--- src/rtl/fetch_unit_if.sv ---
// Fetch front-end bus: instruction-memory port, redirect input
// and the valid/ready fetch-queue output toward decode.
interface fetch_unit_if #(
    parameter int ADDR_WIDTH  = 64,
    parameter int INSTR_WIDTH = 32,
    parameter int QUEUE_DEPTH = 4
);
    localparam int CW = $clog2(QUEUE_DEPTH + 1);

    logic                   imem_req;
    logic [ADDR_WIDTH-1:0]  imem_addr;
    logic [INSTR_WIDTH-1:0] imem_rdata;
    logic                   redirect_valid;
    logic [ADDR_WIDTH-1:0]  redirect_pc;
    logic                   out_valid;
    logic                   out_ready;
    logic [ADDR_WIDTH-1:0]  out_pc;
    logic [INSTR_WIDTH-1:0] out_instr;
    logic [CW-1:0]          queue_count;

    modport master (
        output imem_req, imem_addr,
        input  imem_rdata,
        input  redirect_valid, redirect_pc,
        output out_valid, out_pc, out_instr, queue_count,
        input  out_ready
    );

    modport slave (
        input  imem_req, imem_addr,
        output imem_rdata,
        output redirect_valid, redirect_pc,
        input  out_valid, out_pc, out_instr, queue_count,
        output out_ready
    );
endinterface

--- src/rtl/fetch_unit.sv ---
// Olivia pipelined fetch front end: PC register, 1-cycle imem
// request port and a decoupling fetch queue toward decode.
module fetch_unit #(
    parameter int                    ADDR_WIDTH  = 64,
    parameter int                    INSTR_WIDTH = 32,
    parameter int                    QUEUE_DEPTH = 4,
    parameter logic [ADDR_WIDTH-1:0] RESET_PC    = '0,
    parameter int                    PC_STEP     = 4
) (
    input logic          clk,
    input logic          rst,
    fetch_unit_if.master bus
);
    localparam int PW = $clog2(QUEUE_DEPTH);
    localparam int CW = $clog2(QUEUE_DEPTH + 1);
    localparam logic [ADDR_WIDTH-1:0] STEP  = ADDR_WIDTH'(PC_STEP);
    localparam logic [ADDR_WIDTH-1:0] ALIGN = ~(STEP - 1'b1);

    logic [ADDR_WIDTH-1:0]  fetch_pc;
    logic [ADDR_WIDTH-1:0]  issued_pc;
    logic                   inflight;
    logic [PW-1:0]          head;
    logic [PW-1:0]          tail;
    logic [CW-1:0]          count;
    logic [ADDR_WIDTH-1:0]  q_pc    [QUEUE_DEPTH];
    logic [INSTR_WIDTH-1:0] q_instr [QUEUE_DEPTH];

    logic [CW:0] credit;
    logic        issue;
    logic        push;
    logic        pop;

    // Credit counts the in-flight slot so a response always has room.
    assign credit = {1'b0, count} + {{CW{1'b0}}, inflight};
    assign issue  = !rst && !bus.redirect_valid
                    && (credit < (CW+1)'(QUEUE_DEPTH));
    assign push   = inflight && !bus.redirect_valid;
    assign pop    = bus.out_valid && bus.out_ready;

    assign bus.imem_req    = issue;
    assign bus.imem_addr   = fetch_pc;
    assign bus.out_valid   = (count != '0) && !bus.redirect_valid;
    assign bus.out_pc      = q_pc[head];
    assign bus.out_instr   = q_instr[head];
    assign bus.queue_count = count;

    always_ff @(posedge clk) begin
        if (rst) begin
            fetch_pc  <= RESET_PC;
            issued_pc <= '0;
            inflight  <= 1'b0;
            head      <= '0;
            tail      <= '0;
            count     <= '0;
            for (int i = 0; i < QUEUE_DEPTH; i++) begin
                q_pc[i]    <= '0;
                q_instr[i] <= '0;
            end
        end else begin
            inflight <= issue;
            if (issue) begin
                fetch_pc  <= fetch_pc + STEP;
                issued_pc <= fetch_pc;
            end
            if (bus.redirect_valid) begin
                fetch_pc <= bus.redirect_pc & ALIGN;
                head     <= '0;
                tail     <= '0;
                count    <= '0;
            end else begin
                assert (!(push && !pop) || count < CW'(QUEUE_DEPTH));
                if (push) begin
                    q_pc[tail]    <= issued_pc;
                    q_instr[tail] <= bus.imem_rdata;
                    tail          <= tail + PW'(1);
                end
                if (pop) begin
                    head <= head + PW'(1);
                end
                count <= count + CW'(push) - CW'(pop);
            end
        end
    end
endmodule
--- src/flat_wrapper.sv ---
// flat-port wrapper written by rule: the top's interface ports become plain ports
module fetch_unit_flat 
#(
    parameter int                    ADDR_WIDTH  = 64,
    parameter int                    INSTR_WIDTH = 32,
    parameter int                    QUEUE_DEPTH = 4,
    parameter logic [ADDR_WIDTH-1:0] RESET_PC    = '0,
    parameter int                    PC_STEP     = 4
)
  (clk, rst, bus_imem_req, bus_imem_addr, bus_imem_rdata, bus_redirect_valid, bus_redirect_pc, bus_out_valid, bus_out_pc, bus_out_instr, bus_queue_count, bus_out_ready);
  fetch_unit_if #(.ADDR_WIDTH(ADDR_WIDTH), .INSTR_WIDTH(INSTR_WIDTH), .QUEUE_DEPTH(QUEUE_DEPTH)) bus_i ();
  input logic clk;
  input logic rst;
  output wire logic [$bits(bus_i.imem_req)-1:0] bus_imem_req;
  output wire logic [$bits(bus_i.imem_addr)-1:0] bus_imem_addr;
  input wire logic [$bits(bus_i.imem_rdata)-1:0] bus_imem_rdata;
  input wire logic [$bits(bus_i.redirect_valid)-1:0] bus_redirect_valid;
  input wire logic [$bits(bus_i.redirect_pc)-1:0] bus_redirect_pc;
  output wire logic [$bits(bus_i.out_valid)-1:0] bus_out_valid;
  output wire logic [$bits(bus_i.out_pc)-1:0] bus_out_pc;
  output wire logic [$bits(bus_i.out_instr)-1:0] bus_out_instr;
  output wire logic [$bits(bus_i.queue_count)-1:0] bus_queue_count;
  input wire logic [$bits(bus_i.out_ready)-1:0] bus_out_ready;
  assign bus_imem_req = bus_i.imem_req;
  assign bus_imem_addr = bus_i.imem_addr;
  assign bus_i.imem_rdata = bus_imem_rdata;
  assign bus_i.redirect_valid = bus_redirect_valid;
  assign bus_i.redirect_pc = bus_redirect_pc;
  assign bus_out_valid = bus_i.out_valid;
  assign bus_out_pc = bus_i.out_pc;
  assign bus_out_instr = bus_i.out_instr;
  assign bus_queue_count = bus_i.queue_count;
  assign bus_i.out_ready = bus_out_ready;
  fetch_unit #(.ADDR_WIDTH(ADDR_WIDTH), .INSTR_WIDTH(INSTR_WIDTH), .QUEUE_DEPTH(QUEUE_DEPTH), .RESET_PC(RESET_PC), .PC_STEP(PC_STEP)) u_core (.clk(clk), .rst(rst), .bus(bus_i));
endmodule
--- config.mk ---
export PLATFORM = sky130hd
export DESIGN_NAME = fetch_unit_flat
export DESIGN_NICKNAME = d
export VERILOG_FILES = /design/src/rtl/fetch_unit_if.sv /design/src/rtl/fetch_unit.sv /design/src/flat_wrapper.sv
export SDC_FILE = /design/constraint.sdc
export NUM_CORES = 1
export LEC_CHECK = 0
export CORE_MARGIN = 5
export CORE_UTILIZATION = 50
export CTS_CLUSTER_DIAMETER = 40
export DETAILED_ROUTE_END_ITERATION = 8
export PLACE_DENSITY = 0.85
export SLEW_MARGIN = 10
export SYNTH_ARGS = -nofsm -noshare
export SYNTH_HDL_FRONTEND = slang
export SYNTH_SLANG_ARGS = --single-unit
--- constraint.sdc ---
create_clock -name clk -period 2.52 [get_ports clk]
set_input_delay 0.504 -clock clk [delete_from_list [all_inputs] [get_ports clk]]
set_output_delay 0.504 -clock clk [all_outputs]
set_load 0.005 [all_outputs]
==> results of run 1 <==
## kinds of logic after synthesis
family	count (synthesis)	share of synthesized area, %
XOR/XNOR	44	1.77
flip-flops	510	64.2
other	1	0.0172
AND/OR/NAND/NOR	778	15.4
AO/OA/AOI/OAI	156	4.21
multiplexers	101	10.0
adder cells (fa/ha/maj)	5	0.322
buffers and inverters	231	4.12
## state kept, by name (all words and copies together) (netlist names), named ones only
signal,cells
u_core.q_pc,248
u_core.tail,2
u_core.head,2
u_core.issued_pc,62
u_core.q_instr,128
u_core.bus.imem_addr,62
u_core.inflight,1
u_core.bus.queue_count,3
## area by class of cell
cell class              instances  share of cell area [%]
multi-input cells            1089                    24.9
inverters                     109                    1.45
repair buffers                418                    14.6
well taps                     585                    2.58
flip-flops and latches        510                    49.3
clock buffers                  75                    5.93
clock inverters                41                    1.18
## power groups by stage
| stage | registers [mW] | clock network (mW) | logic, mW |
|---|---|---|---|
| 6_report | 9.48 | 8.55 | 1.45 |
| 2_1_floorplan | 9.64 | 0 | 0.558 |
| 3_5_place_dp | 9.65 | 0 | 1.46 |
| 4_1_cts | 9.47 | 8.64 | 1.44 |
| 5_1_grt | 9.50 | 9.03 | 1.54 |
| 3_3_place_gp | 9.61 | 0 | 1.45 |
## layer usage
layer / GRT usage [%] / vias to the layer above / part of all wire (%)
met3: 4.28 / 174 / 8.8
li1: - / 7189 / -
met4: 9.48 / 0 / 3.7
met2: 42.9 / 966 / 48
met1: 37.3 / 8018 / 40
met5: 0 / - / 0
## worst max path at each step
stage	startpoint	endpoint	slack, ns	cells past startpoint
finish	flip-flop	bus_out_pc[63]	-0.10	5
CTS	flip-flop	bus_out_pc[51]	-0.16	6
detailed placement	u_core.bus.queue_count[1]	u_core.issued_pc[52]	0.02	9
global placement	u_core.bus.queue_count[1]	u_core.bus.imem_addr[23]	0.07	8
global route	flip-flop	bus_out_pc[37]	-0.17	5
floorplan	rst	u_core.q_instr[0][0]	-0.18	3
## synth_stat cells, drive strengths merged (2+ instances only)
master   number
nand3        33
nor2        325
a2bb2oi       3
nor4b         2
o22ai         8
clkbuf       84
nand3b        3
xnor2        35
or2           7
ha            4
nand2b        2
nor2b         4
mux4         94
nor4         16
inv         109
xor2          9
and3         17
and4          4
a31oi         9
o21a          2
nand4        30
nand2       285
a31o          4
a211oi       14
edfxtp      376
a21oi       101
or4           9
nor3         23
buf          38
o311ai        2
mux2i         6
dfxtp       134
or3           8
and2          8
o211ai        8
## tightest hold or removal path, delay by kind of cell
family	cells	cell delay (ns)
AND/OR/NAND/NOR	2	0.21
buffers and inverters	2	0.26
## repair_timing
item / CTS / global route
pin swaps: 2 / 5
hold buffers: 0 / 0
cloned: 7 / 1
endpoints found under the setup margin: 97 / 105
setup buffers: 41 / 8
gates resized for setup: 438 / 40
endpoints found under the hold margin: 0 / 0
## stage by stage
stage                     utilization (%)  power [mW]  TNS (ns)  setup WS (ns)  cells
after floorplan                         -        10.2    -69.17         -0.184   1829
after global placement               60.1        11.1         0         0.0736   2665
after detailed placement             60.1        11.1         0         0.0173   2665
after CTS                            65.7        19.6     -7.25         -0.158   2827
after global routing                 65.8        20.1     -6.40         -0.168   2827
final                                65.8        19.5     -1.56         -0.103   2827
==> summary.md, run 1 <==
| Metric | Value |
|---|---|
| DRT Wirelength | 63900 microns |
| Req. time, crit path | 2.02 ns |
| Arr. time, crit path | 2.12 ns |
| VDD IR max | 482 uV |
| RSZ-0062 raised after global routing | true |
| Sequential Power Share | 48.7% |
| CTS Sinks | 510 |
| 1st-iter DRT viols | 1997 |
| Final net count | 2294 |
| CP max FO | 8 |
| Residual DRC | 0 |
| Vias per inst | 5.78 |
| P_int | 14.9 mW |
| Delay-heaviest family, CP | buffers and inverters |
| Async S/R FF share, synth | 0% |
| Clock Path Buffers | 3 |
| RR Endpoint | u_core.bus.imem_addr[57] |
| Avg Cell Area, Syn | 11.9 sq um |
| GRT overflow | 0 |
| Outcome | complete, but fails checks |
| Hold wc startpoint | rst |
| Routed length per placed instance | 22.6 microns |
| Pins Over Slew Limit | 0 |
| Final hold viol count | 0 |
| Filler Cell Count | 3001 |
| Max-cap violations | 0 |
| Final setup vio count | 43 |
| Largest net degree at the start of global routing | 133 |
| R2R depth | 6 |
| Synth top area cells | edfxtp_1, dfxtp_1, mux4_2 |
| Synth area leader | edfxtp_1 |
| Final clock skew | 0.0253 ns |
| GPL Wtd Cong | 0.919 |
| Comb pwr share | 7.5% |
| Cell row count | 76 |
| Io pins | 265 |
| FMAX | 381 MHz |
| Worst hold path depth | 4 |
| Worst reg2reg startpoint | u_core.bus.imem_addr[6] |
| Via count | 16300 |
| Sw Share | 23.4% |
| Failing checks | setup timing |
| Reg clk slew, reported paths | 0.06 ns |
| Share of layout cells above drive strength 1 | 22.3% |
| Dpl cell area | 0.0259 sq mm |
| # H-tree levels | 2 |
| Die Y-Extent | 219 microns |
| CTS tree | done |
| Antenna Nets Post-Route | 0 |
| Initial Utilization | 50.6% |
| Post-DP HPWL | 39500 microns |
| Commonest non-fill, non-tap cell in the layout | edfxtp_1 |
| Clk_lat worst skew | 0.62 ns |
| Design area | 0.0283 sq mm |
| Crit Path Category | flip-flop to output port |
| Initial antenna violation count | 0 |
| Ys Warns | 0 |
| GRT Overall Usage | 26.7% |
| Sequential Area | 0.0140 sq mm |
| # diodes | 0 |
| Hold EP | u_core.bus.queue_count[1] |
| I/O Buffers | 258 |
| Synthesis-stage register bit count | 510 |
| Part of the cycle the worst path needs | 104% |
| Tmin final | 2.62 ns |
| Register area share after synthesis | 64.2% |
| Area occupied by multi-input gates | 0.00707 sq mm |
| Clock share of power | 43.9% |
| Area of the core | 0.0431 sq mm |
| CP most frequent cell | buf_12 |
| Post-synth EDFFs | 376 |
| Worst path slowest cell | mux4_2 |
| Most frequent cells in the layout | edfxtp_1, nor2_1, nand2_1 |
| Min-delay worst type | input port to flip-flop |
| Vias in the first global route | 16700 |
| Synth-to-Final Area Change | 30.1% |
| Crit start category | flip-flop |
| Synth top area share | 51.8% |
| First-pass GRT wire length | 98900 microns |
| Worst setup margin | -0.103 ns |
| Post-Syn Instances | 1826 |
| Clock Tree Root | clkbuf_16 |
| TritonCTS Buffers | 61 |
| LEAKAGE | 10.8 nW |
| Crit-path max cell delay | 0.57 ns |
| Crit-path cells | buf_12, buf_12, buf_16, mux4_2, buf_6 |
| Top FF cell, synth | edfxtp_1 |
| Hold slack | 0.420 ns |
| Worst R2R Setup Slack | 0.07 ns |
| Die area | 0.0478 sq mm |
| Slew HR | 57.9% |
| Mapped cell area | 0.0218 sq mm |
| Die width | 219 microns |
| P_sw | 4.55 mW |
| Synth unique cells | 55 |
| Worst slew pin tran | 0.632 ns |
| Count of TritonRoute iterations in the first routing pass | 6 |
| PwrDens | 687 mW/mm^2 |
| Bufs and invs on worst path | 4 |
| Critical path endpoint category | output port |
Power figures use the tool's default switching activity.
==> run 2: changes to the inputs <==
Settings changed: ABC_CLOCK_PERIOD_IN_PS set to 2520.
==> results of run 2 <==
Final layout, timing and power as in run 1 (identical DEF).
